### src/rtl/common_pkg.sv
// Shared types used across the debug-side blocks.
package common_pkg;

    // Single-bit DM-facing handshake/status signal.
    typedef enum logic {
        SIG_LOW  = 1'b0,
        SIG_HIGH = 1'b1
    } onebit_sig_e;

endpackage

### src/rtl/debug_pkg.sv
// Types for the debug module's abstract memory-access path.
package debug_pkg;

    // Access size encoding on am_st_i; every other value is illegal.
    typedef enum logic [3:0] {
        AM_SIZE_B = 4'd0,
        AM_SIZE_H = 4'd1,
        AM_SIZE_W = 4'd2
    } am_size_e;

    // Request sequencing through the data-memory port.
    typedef enum logic [1:0] {
        IDLE = 2'd0,
        REQ  = 2'd1,
        RESP = 2'd2,
        DONE = 2'd3
    } am_state_e;

endpackage

### src/rtl/dm_mem_lane.sv
// Byte-lane steering for a 32-bit little-endian data port: byte enables,
// write-data replication, read-data extraction and alignment checking.
// Purely combinational so it can be shared with a system-bus access path.
module dm_mem_lane
    import debug_pkg::*;
(
    input  logic [3:0]  size,
    input  logic [1:0]  ad,
    input  logic [31:0] wdata,
    input  logic [31:0] rdata,
    output logic [3:0]  be,
    output logic [31:0] wdata_rep,
    output logic [31:0] rdata_ext,
    output logic        illegal
);

    logic [31:0] shifted;

    // Shift the addressed lane down to bit 0; the size masks it afterwards.
    assign shifted = rdata >> {ad, 3'b000};

    // Decode size and offset into lane controls.
    always_comb begin
        // NOTE: every output gets a default first so no path can infer a latch.
        be        = 4'b0000;
        wdata_rep = 32'h0;
        rdata_ext = 32'h0;
        illegal   = 1'b0;
        case (size)
            AM_SIZE_B: begin
                be        = 4'b0001 << ad;
                wdata_rep = {4{wdata[7:0]}};
                rdata_ext = {24'h0, shifted[7:0]};
            end
            AM_SIZE_H: begin
                be        = 4'b0011 << ad;
                wdata_rep = {2{wdata[15:0]}};
                rdata_ext = {16'h0, shifted[15:0]};
                illegal   = ad[0];
            end
            AM_SIZE_W: begin
                be        = 4'b1111;
                wdata_rep = wdata;
                rdata_ext = shifted;
                illegal   = (ad != 2'b00);
            end
            default: illegal = 1'b1;
        endcase
    end

endmodule

### src/rtl/dm_mem_access.sv
// Hart-side responder for the debug module's abstract memory access.
// Turns one am_* request into one req/gnt/rvalid transaction and returns
// right-aligned read data with a one-cycle done pulse.
// Optional: define DM_MEM_TIMEOUT_EN to abandon a request that is not
// granted within TIMEOUT_CYCLES cycles (reported as an error).
module dm_mem_access
    import common_pkg::*;
    import debug_pkg::*;
#(
    parameter int unsigned TIMEOUT_CYCLES = 255
)(
    input  logic        clk_i,
    input  logic        rst_i,
    input  onebit_sig_e am_en_i,
    input  onebit_sig_e am_wr_i,
    input  logic [3:0]  am_st_i,
    input  logic [31:0] am_ad_i,
    input  logic [31:0] am_do_i,
    output logic [31:0] am_di_o,
    output onebit_sig_e am_done_o,
    output onebit_sig_e am_err_o,
    output logic        mem_req_o,
    output logic        mem_we_o,
    output logic [3:0]  mem_be_o,
    output logic [31:0] mem_addr_o,
    output logic [31:0] mem_wdata_o,
    input  logic        mem_gnt_i,
    input  logic        mem_rvalid_i,
    input  logic [31:0] mem_rdata_i,
    input  logic        mem_err_i
);

    if (TIMEOUT_CYCLES < 1) begin : g_param_check
        $error("TIMEOUT_CYCLES must be at least 1");
    end

    am_state_e   state_q, state_d;
    logic        wr_q;
    logic [3:0]  size_q;
    logic [1:0]  ad_lo_q;
    logic [3:0]  lane_size;
    logic [1:0]  lane_ad;
    logic [3:0]  lane_be;
    logic [31:0] lane_wdata;
    logic [31:0] lane_rdata;
    logic        lane_illegal;
    logic        timeout;

    // In IDLE the lane logic looks at the live request; afterwards at the capture.
    assign lane_size = (state_q == IDLE) ? am_st_i        : size_q;
    assign lane_ad   = (state_q == IDLE) ? am_ad_i[1:0]   : ad_lo_q;

    dm_mem_lane u_lane (
        .size      (lane_size),
        .ad        (lane_ad),
        .wdata     (am_do_i),
        .rdata     (mem_rdata_i),
        .be        (lane_be),
        .wdata_rep (lane_wdata),
        .rdata_ext (lane_rdata),
        .illegal   (lane_illegal)
    );

`ifdef DM_MEM_TIMEOUT_EN
    localparam int unsigned CNT_W = (TIMEOUT_CYCLES > 1) ? $clog2(TIMEOUT_CYCLES) : 1;

    logic [CNT_W-1:0] wait_cnt_q;

    // Count ungranted REQ cycles; any other state clears, so each REQ entry starts at 0.
    always_ff @(posedge clk_i or posedge rst_i) begin
        if (rst_i) begin
            wait_cnt_q <= '0;
        end else if (state_q != REQ) begin
            wait_cnt_q <= '0;
        end else if (!mem_gnt_i) begin
            wait_cnt_q <= wait_cnt_q + 1'b1;
        end
    end

    assign timeout = (state_q == REQ) && !mem_gnt_i &&
                     (32'(wait_cnt_q) == TIMEOUT_CYCLES - 32'd1);
`else
    assign timeout = 1'b0;
`endif

    // State register.
    always_ff @(posedge clk_i or posedge rst_i) begin
        if (rst_i) begin
            state_q <= IDLE;
        end else begin
            // NOTE: sequential state uses non-blocking assignment so every flop sees pre-edge values.
            state_q <= state_d;
        end
    end

    // Next-state decode.
    always_comb begin
        state_d = state_q;
        case (state_q)
            IDLE: if (am_en_i == SIG_HIGH) state_d = lane_illegal ? DONE : REQ;
            REQ: begin
                if (mem_gnt_i)    state_d = RESP;
                else if (timeout) state_d = DONE;
            end
            RESP: if (mem_rvalid_i) state_d = DONE;
            DONE: state_d = IDLE;
            default: state_d = IDLE;
        endcase
    end

    // Registered outputs and request capture.
    always_ff @(posedge clk_i or posedge rst_i) begin
        if (rst_i) begin
            wr_q        <= 1'b0;
            size_q      <= 4'h0;
            ad_lo_q     <= 2'b00;
            am_di_o     <= 32'h0;
            am_done_o   <= SIG_LOW;
            am_err_o    <= SIG_LOW;
            mem_req_o   <= 1'b0;
            mem_we_o    <= 1'b0;
            mem_be_o    <= 4'b0000;
            mem_addr_o  <= 32'h0;
            mem_wdata_o <= 32'h0;
        end else begin
            am_done_o <= SIG_LOW;
            case (state_q)
                IDLE: begin
                    if (am_en_i == SIG_HIGH) begin
                        wr_q    <= (am_wr_i == SIG_HIGH);
                        size_q  <= am_st_i;
                        ad_lo_q <= am_ad_i[1:0];
                        am_di_o <= 32'h0;
                        if (lane_illegal) begin
                            am_err_o  <= SIG_HIGH;
                            am_done_o <= SIG_HIGH;
                        end else begin
                            am_err_o    <= SIG_LOW;
                            mem_req_o   <= 1'b1;
                            mem_we_o    <= (am_wr_i == SIG_HIGH);
                            mem_be_o    <= lane_be;
                            mem_addr_o  <= {am_ad_i[31:2], 2'b00};
                            mem_wdata_o <= lane_wdata;
                        end
                    end
                end
                REQ: begin
                    if (mem_gnt_i) begin
                        mem_req_o <= 1'b0;
                    end else if (timeout) begin
                        mem_req_o <= 1'b0;
                        am_err_o  <= SIG_HIGH;
                        am_di_o   <= 32'h0;
                        am_done_o <= SIG_HIGH;
                    end
                end
                RESP: begin
                    if (mem_rvalid_i) begin
                        am_done_o <= SIG_HIGH;
                        am_err_o  <= onebit_sig_e'(mem_err_i);
                        am_di_o   <= wr_q ? 32'h0 : lane_rdata;
                    end
                end
                default: ;
            endcase
        end
    end

endmodule

### config.mk
export PLATFORM = sky130hd
export DESIGN_NAME = dm_mem_access
export DESIGN_NICKNAME = d
export VERILOG_FILES = /design/src/rtl/common_pkg.sv /design/src/rtl/debug_pkg.sv /design/src/rtl/dm_mem_lane.sv /design/src/rtl/dm_mem_access.sv
export SDC_FILE = /design/constraint.sdc
export NUM_CORES = 1
export LEC_CHECK = 0
export ABC_AREA = 1
export CAP_MARGIN = 10
export CORE_AREA = 5 5 144 105
export CTS_BUF_LIST = sky130_fd_sc_hd__clkbuf_4 sky130_fd_sc_hd__clkbuf_8 sky130_fd_sc_hd__clkbuf_16
export CTS_CLUSTER_DIAMETER = 60
export DETAILED_ROUTE_END_ITERATION = 8
export DIE_AREA = 0 0 149 110
export MAX_ROUTING_LAYER = met4
export PLACE_DENSITY = 0.88
export SLEW_MARGIN = 20
export SYNTH_ARGS = -nofsm -noshare
export SYNTH_HDL_FRONTEND = slang
export SYNTH_SLANG_ARGS = --single-unit
export TNS_END_PERCENT = 30
### constraint.sdc
create_clock -name clk_i -period 3.5 [get_ports clk_i]
set_input_delay 0.7 -clock clk_i [delete_from_list [all_inputs] [get_ports clk_i]]
set_output_delay 0.7 -clock clk_i [all_outputs]
set_load 0.03 [all_outputs]
Word level (Yosys, flattened, before mapping)
Cells that the tools add are included.

word-level totals
  bits in registers = 111
  input port bits = 107
  output and inout port bits = 104

cells by class
  equality and inequality tests = 9
  shift operators = 3
  multiplexer cells = 26
  bitwise logic cells = 1
  reductions and logical operators = 10

operators with widths
  cell                 count
  $pmux 32 s3          2
  $mux 32              3
  $pmux 32 s2          1
  $shr 32x5->32        1
  $pmux 4 s3           1
  $mux 2               5
  $reduce_and 3->1     3
  $mux 1               8
  $ne 2x2->1 const B   4
  $pmux 2 s4           1
  $pmux 1 s2           3
  $reduce_bool 2->1    3
  $eq 2x2->1 const B   2
  $eq 4x1->1 const B   1
  $eq 4x2->1 const B   1
  $logic_not 4->1      1
  $mux 4               1
  $reduce_and 4->1     1
  $shl 1x2->4 const A  1
  $shl 2x2->4 const A  1
  $pmux 1 s3           1
  $eq 2x1->1 const B   1
  $logic_not 2->1      1
  $reduce_and 2->1     1
  $not 1->1            1

Longest topological paths before layout
  depth after elaboration = 7
  mapped depth = 14
  mapped depth without buffers = 12

Hierarchy
Synthesis repeated with hierarchy kept, for this count alone.

second synthesis, totals
  cell total of the unflattened synthesis = 859
  area total of the unflattened synthesis = 6038.3 sq um

by module, submodules not included
  module         instances  cells each  area an instance (sq um)  seq. area each (sq um)
  dm_mem_access  1          582         4780.8                    2777.7
  dm_mem_lane    1          277         1257.5                    0.0

Least setup slack after synthesis
Ideal clock, no wire load.

  kind = register to register
  start point = reg state_q[0]
  end point = reg mem_addr_o[10]
  data arrival time = 1.739 ns
  data required time = 3.383 ns
  slack = 1.644 ns
  stages on the path, launching flop included = 13
  buffers on the path = 3
  period minus slack after synthesis = 1.856 ns
  cells stage by stage = dfrtp_1 -> inv_1 -> ha_1 -> buf_4 -> nor2_1 -> nand2_1 -> nand2_2 -> o21a_1 -> nand4_4 -> buf_4 -> buf_4 -> nand2_1 -> nand2_1

between the ends
  longest elaborated chain between the ends = 6
  elaborated cells on any way between the ends = 10

ends and longest elaborated chain
  element                                   line                                                            RTL
  from (decl)                               dm_mem_access.sv:37                                             am_state_e state_q, state_d;
  from (signal assigned)                    dm_mem_access.sv:92                                             state_q <= state_d;
  $logic_not 2->1 *                         dm_mem_access.sv:50, dm_mem_access.sv:51, dm_mem_access.sv:127
  $mux 4 / $mux 2 (equally long branches)   dm_mem_access.sv:50, dm_mem_access.sv:51
  $eq 4x2->1, or another cell as far along  dm_mem_lane.sv:29                                               case (size)
  $pmux 1 s3                                dm_mem_lane.sv:29
  $not 1->1 (no source line)                -
  $reduce_and 3->1 (no source line) *       -
  to (signal assigned)                      dm_mem_access.sv:142                                            mem_addr_o <= {am_ad_i[31:2], 2'b00};
  to (decl)                                 dm_mem_access.sv:25                                             output logic [31:0] mem_addr_o,

Mark *: on every way between the ends. The rest lies on a longest branch, timed or not.
A chain may end at the register's enable or synchronous reset.

Worst setup path in the final report
  start point = reg state_q[0]
  end point = reg am_di_o[24]

between the ends
  longest elaborated chain between the ends = 7
  elaborated cells on any way between the ends = 16

ends and longest elaborated chain
  element                                      line                                                            RTL
  $logic_not 2->1                              dm_mem_access.sv:50, dm_mem_access.sv:51, dm_mem_access.sv:127
  $mux 2 / $mux 4 (equally long branches)      dm_mem_access.sv:51, dm_mem_access.sv:50
  $shr 32x5->32, or another cell as far along  dm_mem_lane.sv:20                                               assign shifted = rdata >> {ad, 3'b000};
  $pmux 32 s3                                  dm_mem_lane.sv:29
  $mux 32                                      dm_mem_access.sv:161                                            am_di_o <= wr_q ? 32'h0 : lane_rdata;
  $mux 32                                      dm_mem_access.sv:158                                            if (mem_rvalid_i) begin
  $pmux 32 s2                                  dm_mem_access.sv:127                                            case (state_q)
  to (signal assigned)                         dm_mem_access.sv:161
  to (decl)                                    dm_mem_access.sv:19                                             output logic [31:0] am_di_o,

Parallel ways exist; a longest one is shown, timed or not. The select of a mux whose other input is x is not followed.

==> impl_metrics.py <==
metrics = {
    "cts": {
        "cts_made_buffers": 9,
        "clk_latency_ns": 0.34,
        "hold_buffers": 0,
        "cts_tree": "yes",
        "cts.clk_slew.worst_paths_ns": 0.08,
        "clock-sinks": 111,
        "cts_max_path_buffers": 2,
        "root_buffer": "clkbuf_16",
        "cts_setup_buffers": 0,
        "post_cts_resized": 0,
        "htree_levels": 3,
    },
    "outcome": {
        "status": "finished, final reports clean",
    },
    "worst_hold_path": {
        "holdCritPathClass": "flip-flop to flip-flop",
        "min_from": "am_di_o[5]",
    },
    "power_and_ir_drop": {
        "swShare_pct": 46.7,
        "p_leak_nw": 3.82,
        "p_per_area_mw_per_mm2": 908,
        "switchingPower_mw": 3.31,
        "p_seq_share_pct": 28.6,
        "intPower_mw": 3.77,
        "p_clk_share_pct": 14.9,
        "p_comb_share_pct": 56.5,
        "peakVddDrop_mv": 0.531,
    },
    "setup_path": {
        "startpoint": "state_q[0]",
        "crit_path_start_kind": "flip-flop",
        "reg2reg_from": "state_q[0]",
        "crit_arrival_ns": 3.06,
        "crit_type": "flip-flop to flip-flop",
        "crit_fanout": 20,
        "cp-end-kind": "flip-flop",
        "cp.required_ns": 3.74,
    },
    "timing": {
        "fin_skew_ns": 0.0102,
        "rsz0062_at_grt": "false",
        "setup_viol": 0,
        "setup_tns_ns": 0,
        "period_needed_ns": 2.82,
        "fmaxAchievable_mhz": 354,
        "hold_violations": 0,
        "max-slew-margin-rel_pct": 47.6,
        "finalCritPeriodShare_pct": 80.6,
        "drv_slew": 0,
        "worst_pin_slew_ns": 0.786,
    },
    "layout": {
        "drive_gt1_share_pct": 4.27,
        "area_growth_pct": 46.5,
        "diodes": 0,
        "final_common_cell": "nand2_1",
        "nNetsFinal": 995,
        "layout_common_cells": "nand2_1 (338), clkdlybuf4s50_1 (208), dfrtp_1 (111)",
        "stdcell_count": 1079,
        "fillers": 1251,
    },
    "logic_synthesis": {
        "yosys_warnings": 0,
        "synth_area_mm2": 0.00532,
        "synth-async-reset-ratio_pct": 100,
        "synth_cell_types": 31,
        "synth_area_per_cell_um2": 7.67,
        "synth-edff-count": 0,
        "ys.flop_type": "dfrtp_1",
        "ys_seq_area_share_pct": 52.2,
        "synthCells": 694,
        "ys_ff_latch": 111,
    },
    "placed_design": {
        "hpwl_mm": 12.0,
        "gp_congestion": 0.868,
        "placedCellCount": 1064,
        "port_buffers": 208,
    },
    "floorplanning": {
        "fp.dieH_um": 110,
        "die_area_mm2": 0.0164,
        "fp.dieW_um": 149,
        "core-area_mm2": 0.0136,
        "initial_utilization_pct": 39.1,
        "placement_rows": 36,
        "pin_count": 211,
    },
    "route": {
        "antenna_left": 0,
        "vias": 5122,
        "wl_mm": 16.3,
        "avgViaCountPerCell": 4.75,
        "first_pass_iters": 6,
        "drtIter0Drc": 412,
        "avgRoutedWirePerCell_um": 15.1,
        "drc": 0,
    },
    "job": {
        "drv_cap": 0,
    },
    "grt": {
        "top_usage_layer": "met2",
        "grt_antenna_before_repair": 0,
        "grt.met3_usage_pct": 3.27,
        "use_met1_pct": 29.6,
        "grt_util_all_layers_pct": 20.1,
        "grt_pass1_vias": 4884,
        "grt_pass1_wl_mm": 25.7,
        "gr-total-overflow": 0,
        "grt_max_degree": 112,
        "grt_use_met2_pct": 30.5,
    },
}
==> critical path, cell delays in order (launching register included) <==
cell and delay (ns):
dfrtp_1 0.41, inv_1 0.10, ha_1 0.40, inv_2 0.16
nand2_1 0.10, nand2_1 0.09, nor2_1 0.13, nand2_1 0.12
inv_2 0.32, nand3_1 0.52, o21ai_0 0.36
==> cell usage after synthesis, types with 2 or more instances <==
library cell  instances  area, µm²
o21ai_0              77        385
nor2_1               19       71.3
buf_4                 9       67.6
ha_1                  3       37.5
nand2_2               4       25.0
nand3_1              30        150
buf_2                11       55.1
or2_2                 2       12.5
dfrtp_1             111       2780
clkbuf_1              9       33.8
a31oi_1               3       18.8
inv_2                 4       15.0
buf_6                 5       56.3
a21oi_1               5       25.0
inv_1                45        169
o22ai_1               5       31.3
nand2_1             338       1270
==> sequential cells by signal (all words and copies together) (netlist names), 2 cells and up <==
signal,count
ad_lo_q,2
am_di_o,32
mem_addr_o,30
mem_be_o,4
mem_wdata_o,32
size_q,4
state_q,2
==> logic make-up (layout without fill, tap and decap cells) <==
kind of cell,count (synthesis),in the layout,synth area share [%]
buffers and inverters,85,279,7.62
adder cells (fa/ha/maj),3,3,0.705
other,1,2,0.0705
AO/OA/AOI/OAI,95,95,9.33
flip-flops,111,111,52.2
AND/OR/NAND/NOR,399,399,30.1
==> area by class of cell <==
type,instances,area [µm²],area share [%]
Sequential cell,111,2780,35.6
Timing Repair Buffer,215,2150,27.5
Multi-Input combinational cell,499,2140,27.5
Clock buffer,10,239,3.06
Tap cell,190,238,3.05
Inverter,49,188,2.41
Clock inverter,5,66.3,0.850
==> worst paths after layout <==
kind,endpoint,slack [ns],cells after the start
worst max-delay path,am_di_o[24],0.68,10
max in group asynchronous,wr_q,2.14,3
worst max register to register,am_di_o[24],0.68,10
worst min register to register,am_di_o[5],0.48,2
worst min-delay path,am_di_o[5],0.48,2
min in group asynchronous,am_di_o[14],0.89,3
==> power by group through the flow <==
stage	combinational [mW]	clock, mW	sequential (mW)
6_report	4.00	1.05	2.03
2_1_floorplan	1.71	0	2.86
4_1_cts	4.02	1.09	2.03
3_3_place_gp	3.95	0	2.03
5_1_grt	4.36	1.14	2.10
3_5_place_dp	4.01	0	2.04
==> layer usage <==
metal  vias to the layer above  wire (µm)
met5                         -          0
met1                      2397       7830
met3                        10        887
met4                         0         65
met2                       172       7550
li1                       2543          -
==> per-stage QoR <==
stage	total power, mW	setup slack, ns	hold slack, ns	utilization (%)	cell area, µm²
finish	7.08	0.678	0.478	57.3	7800
global route	7.60	0.377	0.510	57.3	7800
CTS	7.13	0.683	0.485	57.3	7800
detailed placement	6.05	0.475	0.464	55.1	7490
global placement	5.97	0.654	0.459	55.1	7490
floorplan	4.57	1.46	0.453	-	5330
Power figures use the tool's default switching activity.
